$ cat config.mk
export PLATFORM = sky130hd
export DESIGN_NAME = mux2a1_cond_l2_flat
export DESIGN_NICKNAME = d
export VERILOG_FILES = /design/src/rtl/mux2a1_cond_l2_pkg.sv /design/src/rtl/mux2a1_cond_l2_if.sv /design/src/rtl/mux2a1_cond_l2_fifo.sv /design/src/rtl/mux2a1_cond_l2.sv /design/src/flat_wrapper.sv
export SDC_FILE = /design/constraint.sdc
export NUM_CORES = 1
export LEC_CHECK = 0
export BUFFER_PORTS_ARGS = -buffer_cell sky130_fd_sc_hd__buf_2
export CAP_MARGIN = 15
export CORE_ASPECT_RATIO = 1.5
export CORE_MARGIN = 10
export CORE_UTILIZATION = 35
export DETAILED_ROUTE_END_ITERATION = 16
export HOLD_SLACK_MARGIN = 0.1
export PLACE_DENSITY_LB_ADDON = 0.2
export SLEW_MARGIN = 20
export SYNTH_ARGS = -nofsm -noshare
export SYNTH_HDL_FRONTEND = slang
export SYNTH_SLANG_ARGS = --single-unit
$ cat constraint.sdc
create_clock -name clk_4f -period 2.3 [get_ports clk_4f]
set_input_delay 0.46 -clock clk_4f [delete_from_list [all_inputs] [get_ports clk_4f]]
set_output_delay 0.46 -clock clk_4f [all_outputs]
set_load 0.02 [all_outputs]
$ cat src/rtl/mux2a1_cond_l2_pkg.sv
`default_nettype none
// ============================================================================
// mux_l2_pkg : shared constants and lane-select type for the L2 2-to-1 combiner
// Rev 1.0
// ============================================================================
package mux_l2_pkg;

   localparam int          DEF_DEPTH = 4;
   localparam int          DEF_WIDTH = 8;
   localparam logic [7:0]  IDLE_BYTE = 8'hBC;

   typedef enum logic {
      LANE0 = 1'b0,
      LANE1 = 1'b1
   } lane_sel_t;

   function automatic lane_sel_t toggle_lane(input lane_sel_t l);
      return (l == LANE0) ? LANE1 : LANE0;
   endfunction

endpackage
`default_nettype wire

$ cat src/rtl/mux2a1_cond_l2_if.sv
`default_nettype none
// ============================================================================
// mux2a1_cond_l2_if : two input lanes in, one interleaved stream and status out
// Rev 1.0
// ============================================================================
interface mux2a1_cond_l2_if
   import mux_l2_pkg::*;
#(
   parameter int WIDTH = DEF_WIDTH
);
   logic             valid_in0;
   logic [WIDTH-1:0] data_in0;
   logic             valid_in1;
   logic [WIDTH-1:0] data_in1;
   logic             valid_out;
   logic [WIDTH-1:0] data_out;
   logic             selector;
   logic             full0;
   logic             full1;
   logic             overflow;

   modport slave (
      input  valid_in0, data_in0, valid_in1, data_in1,
      output valid_out, data_out, selector, full0, full1, overflow
   );

   modport master (
      output valid_in0, data_in0, valid_in1, data_in1,
      input  valid_out, data_out, selector, full0, full1, overflow
   );
endinterface
`default_nettype wire

$ cat src/rtl/mux2a1_cond_l2_fifo.sv
`default_nettype none
// ============================================================================
// fifo_lane_l2 : per-lane buffer; a push into a full lane is dropped unless the
// same edge also pops. Rev 1.0
// ============================================================================
module fifo_lane_l2
   import mux_l2_pkg::*;
#(
   parameter int DEPTH = DEF_DEPTH,
   parameter int WIDTH = DEF_WIDTH
) (
   input  wire logic             clk,
   input  wire logic             rst,
   input  wire logic             i_push,
   input  wire logic [WIDTH-1:0] i_data,
   input  wire logic             i_pop,
   output logic      [WIDTH-1:0] o_data,
   output logic                  o_empty,
   output logic                  o_full,
   output logic                  o_drop
);
   localparam int             AW      = (DEPTH > 1) ? $clog2(DEPTH) : 1;
   localparam int             CW      = AW + 1;
   localparam logic [CW-1:0]  C_DEPTH = CW'(DEPTH);

   logic [WIDTH-1:0] r_mem [DEPTH];
   logic [AW-1:0]    r_wr_ptr;
   logic [AW-1:0]    r_rd_ptr;
   logic [CW-1:0]    r_count;

   logic             w_pop;
   logic             w_push_ok;

   assign o_empty   = (r_count == '0);
   assign o_full    = (r_count == C_DEPTH);
   assign o_data    = r_mem[r_rd_ptr];

   assign w_pop     = i_pop && !o_empty;
   // The slot freed by a same-edge pop is what lets a full lane accept a push.
   assign w_push_ok = i_push && (!o_full || w_pop);
   assign o_drop    = i_push && !w_push_ok;

   always_ff @(posedge clk) begin
      if (w_push_ok) begin
         r_mem[r_wr_ptr] <= i_data;
      end
   end

   always_ff @(posedge clk or posedge rst) begin
      if (rst) begin
         r_wr_ptr <= '0;
         r_rd_ptr <= '0;
         r_count  <= '0;
      end else begin
         if (w_push_ok) begin
            r_wr_ptr <= r_wr_ptr + 1'b1;
         end
         if (w_pop) begin
            r_rd_ptr <= r_rd_ptr + 1'b1;
         end
         case ({w_push_ok, w_pop})
            2'b10:   r_count <= r_count + 1'b1;
            2'b01:   r_count <= r_count - 1'b1;
            default: r_count <= r_count;
         endcase
      end
   end

endmodule
`default_nettype wire

$ cat src/rtl/mux2a1_cond_l2.sv
`default_nettype none
// ============================================================================
// mux2a1_cond_l2 : strict lane0/lane1 interleaver; MUXL2_IDLE_FILL_EN drives
// IDLE_BYTE on data_out while valid_out is low. Rev 1.0
// ============================================================================
module mux2a1_cond_l2
   import mux_l2_pkg::*;
#(
   parameter int DEPTH = DEF_DEPTH,
   parameter int WIDTH = DEF_WIDTH
) (
   input  wire logic        clk_4f,
   input  wire logic        reset,
   mux2a1_cond_l2_if.slave  bus
);
`ifdef MUXL2_IDLE_FILL_EN
   localparam logic [WIDTH-1:0] C_RST_DATA = WIDTH'(IDLE_BYTE);
`else
   localparam logic [WIDTH-1:0] C_RST_DATA = '0;
`endif

   logic             w_empty0, w_empty1;
   logic             w_full0,  w_full1;
   logic             w_drop0,  w_drop1;
   logic [WIDTH-1:0] w_head0,  w_head1;
   logic             w_pop0,   w_pop1;

   logic             w_head_empty;
   logic [WIDTH-1:0] w_head;
   logic             w_pop;
   lane_sel_t        w_sel_nxt;

   lane_sel_t        r_sel;
   logic             r_valid;
   logic [WIDTH-1:0] r_data;
   logic             r_ovf;

   fifo_lane_l2 #(.DEPTH(DEPTH), .WIDTH(WIDTH)) u_lane0 (
      .clk     (clk_4f),
      .rst     (reset),
      .i_push  (bus.valid_in0),
      .i_data  (bus.data_in0),
      .i_pop   (w_pop0),
      .o_data  (w_head0),
      .o_empty (w_empty0),
      .o_full  (w_full0),
      .o_drop  (w_drop0)
   );

   fifo_lane_l2 #(.DEPTH(DEPTH), .WIDTH(WIDTH)) u_lane1 (
      .clk     (clk_4f),
      .rst     (reset),
      .i_push  (bus.valid_in1),
      .i_data  (bus.data_in1),
      .i_pop   (w_pop1),
      .o_data  (w_head1),
      .o_empty (w_empty1),
      .o_full  (w_full1),
      .o_drop  (w_drop1)
   );

   assign w_head_empty = (r_sel == LANE0) ? w_empty0 : w_empty1;
   assign w_head       = (r_sel == LANE0) ? w_head0  : w_head1;
   assign w_pop0       = w_pop && (r_sel == LANE0);
   assign w_pop1       = w_pop && (r_sel == LANE1);

   // Stall on the expected lane rather than skip: that is what keeps byte order.
   always_comb begin
      w_pop     = 1'b0;
      w_sel_nxt = r_sel;
      if (!w_head_empty) begin
         w_pop     = 1'b1;
         w_sel_nxt = toggle_lane(r_sel);
      end
   end

   always_ff @(posedge clk_4f or posedge reset) begin
      if (reset) begin
         r_sel <= LANE0;
      end else begin
         r_sel <= w_sel_nxt;
      end
   end

   always_ff @(posedge clk_4f or posedge reset) begin
      if (reset) begin
         r_valid <= 1'b0;
         r_data  <= C_RST_DATA;
         r_ovf   <= 1'b0;
      end else begin
         r_valid <= w_pop;
         if (w_pop) begin
            r_data <= w_head;
`ifdef MUXL2_IDLE_FILL_EN
         end else begin
            r_data <= WIDTH'(IDLE_BYTE);
`endif
         end
         r_ovf <= r_ovf | w_drop0 | w_drop1;
      end
   end

   assign bus.valid_out = r_valid;
   assign bus.data_out  = r_data;
   assign bus.selector  = (r_sel == LANE1);
   assign bus.full0     = w_full0;
   assign bus.full1     = w_full1;
   assign bus.overflow  = r_ovf;

endmodule
`default_nettype wire

$ cat src/flat_wrapper.sv
// flat-port wrapper written by rule: the top's interface ports become plain ports
module mux2a1_cond_l2_flat import mux_l2_pkg::*;
#(
   parameter int DEPTH = DEF_DEPTH,
   parameter int WIDTH = DEF_WIDTH
)
  (clk_4f, reset, bus_valid_in0, bus_data_in0, bus_valid_in1, bus_data_in1, bus_valid_out, bus_data_out, bus_selector, bus_full0, bus_full1, bus_overflow);
  mux2a1_cond_l2_if #(.WIDTH(WIDTH)) bus_i ();
  input  wire logic clk_4f;
  input  wire logic reset;
  input wire logic [$bits(bus_i.valid_in0)-1:0] bus_valid_in0;
  input wire logic [$bits(bus_i.data_in0)-1:0] bus_data_in0;
  input wire logic [$bits(bus_i.valid_in1)-1:0] bus_valid_in1;
  input wire logic [$bits(bus_i.data_in1)-1:0] bus_data_in1;
  output wire logic [$bits(bus_i.valid_out)-1:0] bus_valid_out;
  output wire logic [$bits(bus_i.data_out)-1:0] bus_data_out;
  output wire logic [$bits(bus_i.selector)-1:0] bus_selector;
  output wire logic [$bits(bus_i.full0)-1:0] bus_full0;
  output wire logic [$bits(bus_i.full1)-1:0] bus_full1;
  output wire logic [$bits(bus_i.overflow)-1:0] bus_overflow;
  assign bus_i.valid_in0 = bus_valid_in0;
  assign bus_i.data_in0 = bus_data_in0;
  assign bus_i.valid_in1 = bus_valid_in1;
  assign bus_i.data_in1 = bus_data_in1;
  assign bus_valid_out = bus_i.valid_out;
  assign bus_data_out = bus_i.data_out;
  assign bus_selector = bus_i.selector;
  assign bus_full0 = bus_i.full0;
  assign bus_full1 = bus_i.full1;
  assign bus_overflow = bus_i.overflow;
  mux2a1_cond_l2 #(.DEPTH(DEPTH), .WIDTH(WIDTH)) u_core (.clk_4f(clk_4f), .reset(reset), .bus(bus_i));
endmodule
Word-level counts from Yosys, hierarchy flattened --
Memory sizes are Yosys's and may differ from the RTL's. Index checks and enable logic that the tools add are counted.
Storage, ports and cells: bits in writable memories 64, bits of input ports 20, memories kept 2, bits in registers 25
Memory list:
- u_core.u_lane0.r_mem | words 4, bits a word 8, read ports 1, clocked after memory_dff 0, wr ports 1, line mux2a1_cond_l2_fifo.sv:26 | logic [WIDTH-1:0] r_mem [DEPTH];
- u_core.u_lane1.r_mem | words 4, bits a word 8, read ports 1, clocked after memory_dff 0, wr ports 1, line mux2a1_cond_l2_fifo.sv:26
Cells by class: add/sub/neg operators 8, mux-type cells 10, bitwise gates (word level) 3, equal/unequal tests 6, reductions and logical operators 20
Operator list (count):
- 3-bit case mux with 2 select lines | 2
- 2-bit by 1-bit adder with 2-bit output (second input constant) | 4
- 1-bit logical AND | 8
- 8-bit 2-to-1 mux | 1
- 1-bit 2-to-1 mux | 7
- 3-bit by 1-bit adder with 3-bit output (second input constant) | 2
- 3-bit == test (second input constant) | 2
- 1-bit logical NOT | 6
- 3-bit logical NOT | 2
- 3-bit by 1-bit subtractor with 3-bit output (second input constant) | 2
- 2-bit by 1-bit == test with 1-bit output (second input constant) | 2
- 2-bit == test (second input constant) | 2
- 2-bit nonzero test | 2
- 1-bit logical OR | 2
- 1-bit bitwise OR | 2
- 1-bit NOT | 1

Logic depth before layout (Yosys ltp) --
Gate-level depths: netlist of the first run.
word-level depth 11, mapped depth 8, depth with buffers taken out 6

By module --
Synthesis of the first run repeated with hierarchy kept, for this count alone.
Unflattened totals: cell total of the unflattened synthesis 242, area, all modules 3920.0 µm²
Modules (own cells, without submodules):
- fifo_lane_l2 | seq. area each 1136.1 µm², cells each 97, area each 1684.1 µm², instances 2
- mux2a1_cond_l2 | seq. area each 275.3 µm², cells each 48, area each 551.8 µm², instances 1

Least setup slack after synthesis of the first run --
OpenSTA, ideal clock, no wires.
kind register to register, from reg u_core.r_sel, in the netlist u_core.bus.selector, to reg u_core.u_lane0.r_count[2], setup slack 233 ps, arrival time 1985 ps, library setup time 82 ps, cell stages (with the launch flop) 8, clock period less this slack 2067 ps, path through dfrtp_1 -> buf_2 -> buf_2 -> or3_1 -> fa_1 -> nor3b_1 -> a21oi_1 -> o22ai_1
On the way: longest elaborated chain between the ends 8
RTL lines:
- start: declaration | line mux2a1_cond_l2.sv:33 | lane_sel_t r_sel;
- start signal: assignment | line mux2a1_cond_l2.sv:81 | r_sel <= w_sel_nxt;
- 1-bit 2-to-1 mux | line mux2a1_cond_l2.sv:62 | assign w_head_empty = (r_sel == LANE0) ? w_empty0 : w_empty1;
- 1-bit 2-to-1 mux | line mux2a1_cond_l2.sv:71 | if (!w_head_empty) begin
- 1-bit logical AND * | line mux2a1_cond_l2.sv:64 | assign w_pop0 = w_pop && (r_sel == LANE0);
- 1-bit logical AND * | line mux2a1_cond_l2_fifo.sv:38 | assign w_pop = i_pop && !o_empty;
- 1-bit logical OR | line mux2a1_cond_l2_fifo.sv:40 | assign w_push_ok = i_push && (!o_full || w_pop);
- 1-bit logical AND | line mux2a1_cond_l2_fifo.sv:40
- 2-bit by 1-bit == test with 1-bit output / 2-bit == test (equally long branches) | line mux2a1_cond_l2_fifo.sv:61 | case ({w_push_ok, w_pop})
- 3-bit case mux with 2 select lines / 2-bit nonzero test (equally long branches)
- end signal: assignment | line mux2a1_cond_l2_fifo.sv:62 | 2'b10: r_count <= r_count + 1'b1;
- end signal: assignment | line mux2a1_cond_l2_fifo.sv:63 | 2'b01: r_count <= r_count - 1'b1;
- end signal: assignment | line mux2a1_cond_l2_fifo.sv:64 | default: r_count <= r_count;
- end: declaration | line mux2a1_cond_l2_fifo.sv:29 | logic [CW-1:0] r_count;
Every way passes the cells marked *; elsewhere a longest branch is shown, timed or not. A chain may end at the register's enable or synchronous reset.

Final worst setup path of the first run --
Same ends and word-level chain as after synthesis.

==> flow_summary.toml, run 1 <==
[setup_path]
critPathMaxStageDelay_ps = 440
rrSetupSlack_ps = 310
cp_cell_sequence = "buf_4 -> or3_1 -> fa_1 -> nor3b_1 -> a21oi_1 -> o22ai_1"
required_ps = 2550
crit_arrival_ps = 2230
path_max_fanout = 11
critPathKind = "register to register"
worstSetupStartpointType = "register"
critPathCaptureType = "register"
crit_buf_inv = 1
cp_slowest_cell = "dfrtp_1"
critPathTopFamily = "simple AND/OR/NAND/NOR gates"

[floorplan]
start_util = 0.356
die_width_um = 106
die_h_um = 149
boundaryPins = 33
die-area_mm2 = 0.0158
num_rows = 47
core_area_mm2 = 0.0109

[run]
cap_violations = 0

[logic_synthesis]
synth_top_flop_cell = "edfxtp_1"
synth_top_family_by_area = "multiplexers"
syn_nets = 275
yosys_warnings = 0
synthSimpleGateAreaFrac = 0.0665
syn-cell-area_mm2 = 0.00389
synth-seq-cells = 89
synth_mux_area_frac = 0.104
synth_compound_area_frac = 0.0784
synthXorXnorAreaFrac = 0.0202
synth_cell_types = 50
seq_area_frac_synth = 0.654
syn_area_per_cell_um2 = 15.9
synth_fa_ha_area_frac = 0.0360
synth_top_area_frac = 0.494
synthArstFlopShare = 0.281
synth_top_area_cell = "edfxtp_1"
synth_edf_count = 64
syn_inst = 245
yosys-top-cells-area = "edfxtp_1 (49%), dfrtp_1 (16%), mux4_2 (8.7%)"

[timing]
worst_pin_slew_ps = 531
slew_viol_final = 0
max_freq_mhz = 504
fin_skew_ps = 7.26
tns_ps = 0
hold_viol = 0
fin_crit_ps = 1990
setup_slack_ps = 314
slew_headroom = 0.646
rsz0062_at_grt = "no"
final-setup-viol-count = 0
fin_crit_sh = 0.863

[detailed_routing]
antenna_left = 0
wirelength_um = 7410
drcViolationCount = 0
dr.pass1.iters = 4
drt_first_iter_violations = 97
avgViaCountPerCell = 4.86
vias = 2098
wl_per_cell_um = 17.2

[final_layout]
diodes = 0
fin_nets = 310
area_delta_synth_final_pct = 15.3
drive_gt1_frac = 0.260

[placement]
place_worst_setup_slack_ps = 294
dp_hpwl_um = 5340
gp_congestion = 0.738
portBuffers = 32

[cts]
cts_sinks = 89
cts_tree = "yes"
ctsHtreeMaxLevel = 3
cts_buffers = 9
hold_buffers = 0
clock_tree.root_cell = "clkbuf_16"
post_cts_resized = 0
post_cts_buffers = 0
clockBufferDepth = 2
insertion_delay_ps = 330
clk_pin_slew_ps = 60

[global_route]
antenna_found_initial = 0
grt_max_degree = 26
grt_use_total = 0.100
grt_pass1_vias = 2256
grt_overflow = 0
grt_first_pass_wirelength_um = 12100

[power]
peakVddDrop_mv = 0.421
p_per_area_mw_per_mm2 = 1370
leakagePower_nw = 1.69

[status]
status = "finished, final reports clean"

[min_path]
hold_class = "primary input to asynchronous set/reset pin"
==> worst register-to-register path, cell delays in order (launching register included) <==
cell	delay [ps]
dfrtp_1	440
buf_4	200
or3_1	390
fa_1	440
nor3b_1	220
a21oi_1	60
o22ai_1	150
==> cells in the mapped netlist, drive strengths merged, types with 2 or more instances <==
cell and instances:
edfxtp 64, o2111ai 2, ha 8, nor3b 5
xor2 5, xnor2 4, nor3 2, o31ai 2
fa 2, and2 8, nand2 9, mux4 16
o32ai 7, a221oi 2, dfrtp 25, nor2 6
nand2b 2, a21o 2, or3 3, inv 20
clkbuf 3, mux2 2, o21ai 2, buf 12
a21oi 11, nand3b 4, mux2i 2
==> metal layers <==
metal,global-route usage,share of wire,vias to the layer above
met5,0,0,-
met4,0.0543,0.030,0
met3,0.0272,0.039,12
met2,0.167,0.52,35
met1,0.114,0.41,1054
li1,-,-,997
==> path summary, 6_finish.rpt <==
path,startpoint,end,cells after the start
min in group clk_4f,bus_data_in0[5],u_core.u_lane0.r_mem[3][5],1
setup reg to reg,u_core.bus.selector,u_core.u_lane0.r_count[2],6
max in group asynchronous,reset,u_core.bus.data_out[2],3
hold reg to reg,u_core.bus.overflow,u_core.bus.overflow,1
setup / recovery,u_core.bus.selector,u_core.u_lane0.r_count[2],6
hold / removal,reset,u_core.u_lane1.r_wr_ptr[0],3
==> power by group <==
| group | internal, W | switching (W) | leakage [nW] | total, W |
|---|---|---|---|---|
| Combinational | 0.00101 | 0.00116 | 0.679 | 0.00217 |
| Clock | 0.000829 | 0.000539 | 0.136 | 0.00137 |
| Sequential | 0.00222 | 0.000400 | 0.870 | 0.00262 |
==> layout make-up <==
type | count | area (um2)
Tap cell | 147 | 184
Timing Repair Buffer | 39 | 213
Fill cell | 1028 | 6450
Multi-Input combinational cell | 121 | 1190
Clock inverter | 5 | 46.3
Clock buffer | 11 | 233
Inverter | 20 | 75.1
Sequential cell | 89 | 2550
==> state kept, by name (all words and copies together) (netlist names) <==
signal,count
u_core.u_lane1.r_count,3
u_core.bus.data_out,8
u_core.u_lane1.r_rd_ptr,2
u_core.u_lane1.r_mem,32
u_core.u_lane0.r_count,3
u_core.bus.overflow,1
u_core.bus.valid_out,1
u_core.u_lane1.r_wr_ptr,2
u_core.bus.selector,1
u_core.u_lane0.r_wr_ptr,2
u_core.u_lane0.r_rd_ptr,2
u_core.u_lane0.r_mem,32
==> cells by family after synthesis <==
| group | Yosys count |
|---|---|
| AOI/OAI and AO/OA | 38 |
| xor gates and xnor gates | 9 |
| adders and majority gates | 10 |
| buffers and inverters | 35 |
| DFF | 89 |
| muxes | 20 |
| and+or+nand+nor | 44 |
==> metrics by stage <==
| step | hold WS [ps] | std cells | area [um2] | util | total power [W] |
|---|---|---|---|---|---|
| final | 179 | 432 | 4490 | 0.410 | 0.00615 |
| after global routing | 209 | 432 | 4490 | 0.410 | 0.00660 |
| after CTS | 184 | 432 | 4490 | 0.410 | 0.00627 |
| after detailed placement | 472 | 416 | 4210 | 0.385 | 0.00488 |
| after global placement | 480 | 416 | 4210 | 0.385 | 0.00485 |
| after floorplan | 487 | 245 | 3890 | - | 0.00424 |
==> cell usage in the layout, fill, tap and decap left out, drive strengths merged, types with 2 or more instances in the layout <==
cell type and instances:
mux2i 2, o2111ai 2, a21o 2, o21ai 2
xor2 5, clkinv 4, and2 8, o31ai 2
nand2 9, edfxtp 64, nor3b 5, clkbuf 11
nand3b 4, inv 20, nor3 2, ha 8
mux4 16, o32ai 7, a21oi 11, mux2 2
a221oi 2, nor2 6, fa 2, buf 39
nand2b 2, or3 3, dfrtp 25, xnor2 4
No activity file was read; power rests on OpenSTA's default activity.
==> inputs of run 2 (changes only) <==
--- a/config.mk
+++ b/config.mk
@@ -13,6 +13,7 @@
 export DETAILED_ROUTE_END_ITERATION = 16
 export HOLD_SLACK_MARGIN = 0.1
 export PLACE_DENSITY_LB_ADDON = 0.2
+export REMOVE_ABC_BUFFERS = 1
 export SLEW_MARGIN = 20
 export SYNTH_ARGS = -nofsm -noshare
 export SYNTH_HDL_FRONTEND = slang
==> constraint.sdc (replaced) <==
create_clock -name clk_4f -period 1.7 [get_ports clk_4f]
set_input_delay 0.34 -clock clk_4f [delete_from_list [all_inputs] [get_ports clk_4f]]
set_output_delay 0.34 -clock clk_4f [all_outputs]
set_load 0.02 [all_outputs]
==> run 2 against run 1 <==
Flip-flop and latch count unchanged. Die area unchanged. Wire length grew 6.4%. Critical path depth did not move. Total power increased by 51%. Highest routed layer unchanged. The flow now finishes with violations (negative setup slack). Design area increased by 10%. Critical endpoint unchanged. Combinational power grew 80%. Hold slack better by 37 ps. Clock power rose by 49%. First-iteration DRC count is 44% lower. Clock skew is 2.1 ps lower.
==> flow_summary.toml, run 2 (synthesized netlist as in run 1, its figures left out) <==
[status]
status = "finished with violations"
violations = "negative setup slack"

[global_route]
grt_overflow = 0
grt_max_degree = 26
grt_pass1_vias = 2358
antenna_found_initial = 1
grt_use_total = 0.103
grt_first_pass_wirelength_um = 12300

[run]
cap_violations = 0

[cts]
insertion_delay_ps = 330
clk_pin_slew_ps = 60
ctsHtreeMaxLevel = 3
clock_tree.root_cell = "clkbuf_16"
cts_sinks = 89
cts_tree = "yes"
cts_buffers = 9
clockBufferDepth = 2

[timing]
max_freq_mhz = 584
worst_pin_slew_ps = 460
setup_slack_ps = -13.4
rsz0062_at_grt = "yes"
fin_skew_ps = 5.16
slew_headroom = 0.694
hold_viol = 0
holdWs_ps = 216
fin_crit_ps = 1710
final-setup-viol-count = 2
fin_crit_sh = 1.01
slew_viol_final = 0

[floorplan]
core_area_mm2 = 0.0109
die-area_mm2 = 0.0158
num_rows = 47
die_h_um = 149
start_util = 0.356
boundaryPins = 33
die_width_um = 106

[detailed_routing]
vias = 2228
drt_first_iter_violations = 54
drcViolationCount = 0
wl_per_cell_um = 17.0
dr.pass1.iters = 4
antenna_left = 0
wirelength_um = 7890
avgViaCountPerCell = 4.80

[power]
power_frac_comb = 0.420
leakagePower_nw = 1.91
p_int_w = 0.00622
clkPwrFrac = 0.219
power_switching_w = 0.00308
switching_share = 0.331
p_seq_frac = 0.361
p_per_area_mw_per_mm2 = 1880
peakVddDrop_mv = 0.558

[placement]
portBuffers = 32
placed_cells = 444
dp_hpwl_um = 5720
gp_congestion = 0.793

[final_layout]
fin_nets = 342
area_delta_synth_final_pct = 27.0
finalNonFillerCells = 464
final_common_cell = "edfxtp_1"
drive_gt1_frac = 0.369
final_cell_mix = "edfxtp_1 (64), buf_4 (31), buf_2 (30)"
diodes = 0

[setup_path]
worstSetupStartpointType = "register"
path_max_fanout = 4
critPathCaptureType = "register"
required_ps = 1950
crit_arrival_ps = 1960
critPathKind = "register to register"

[min_path]
hold_class = "primary input to register"
run 2: cell types whose count changed in the layout (fill, tap and decap cells not counted), sizes merged:
cell         delta
buf            +31
bufinv          +1
clkbuf          -1
clkinv          -1
dlygate4sd3     +1
inv             +1
run 2: final timing paths:
check                      cells after the start                       from  slack, ps                    endpoint
hold reg to reg                                1        u_core.bus.overflow        490         u_core.bus.overflow
min in group asynchronous                      4                      reset        630  u_core.u_lane1.r_wr_ptr[1]
setup / recovery                               6  u_core.u_lane0.r_count[2]        -10   u_core.u_lane0.r_count[2]
hold / removal                                 1            bus_data_in0[2]        220  u_core.u_lane0.r_mem[1][2]
setup reg to reg                               6  u_core.u_lane0.r_count[2]        -10   u_core.u_lane0.r_count[2]
max in group asynchronous                      4                      reset        790  u_core.u_lane0.r_wr_ptr[0]
run 2: routing by layer:
layer  GRT usage  wire length, um  vias up
li1            -                -     1060
met1       0.109             3150     1127
met2       0.176             4270       33
met3      0.0398              350        8
met4      0.0516              116        0
met5           0                0        -
run 2: worst max-delay path: stages (launching register included):
cell and delay (ps):
dfrtp_1 440, nor3_2 70, or3_1 330, fa_2 390
nor3b_2 170, a21oi_1 60, o22ai_1 170
run 2: final cells by class:
class,instances,area [um2]
Fill cell,1022,5990
Tap cell,147,184
Timing Repair Buffer,71,564
Clock buffer,10,229
Multi-Input combinational cell,121,1260
Clock inverter,6,81.3
Inverter,20,75.1
Sequential cell,89,2550
run 2: stage by stage:
step	TNS, ps	total power (W)	area (um2)	setup slack (ps)	utilization
detailed placement	-436	0.00715	4520	-114	0.413
finish	-19.7	0.00930	4950	-13.4	0.452
global placement	-82.2	0.00708	4520	-60.0	0.413
global route	-867	0.00992	4950	-76.1	0.452
CTS	-156	0.00938	4900	-21.6	0.448
floorplan	-12760	0.00558	3810	-566	-
run 2: repair_timing:
action / CTS / global route
setup endpoints to repair: 12 / 57
pin swaps: 5 / 2
buffers inserted: 3 / 1
resized for setup: 12 / 6
hold buffers: 1 / 0
endpoints found under the hold margin: 25 / 0
run 2: power by group through the flow:
stage	sequential [W]	clock [W]	combinational (W)
3_3_place_gp	0.00339	0	0.00369
3_5_place_dp	0.00341	0	0.00374
4_1_cts	0.00336	0.00211	0.00390
5_1_grt	0.00343	0.00219	0.00430
2_1_floorplan	0.00371	0	0.00186
6_report	0.00336	0.00204	0.00390
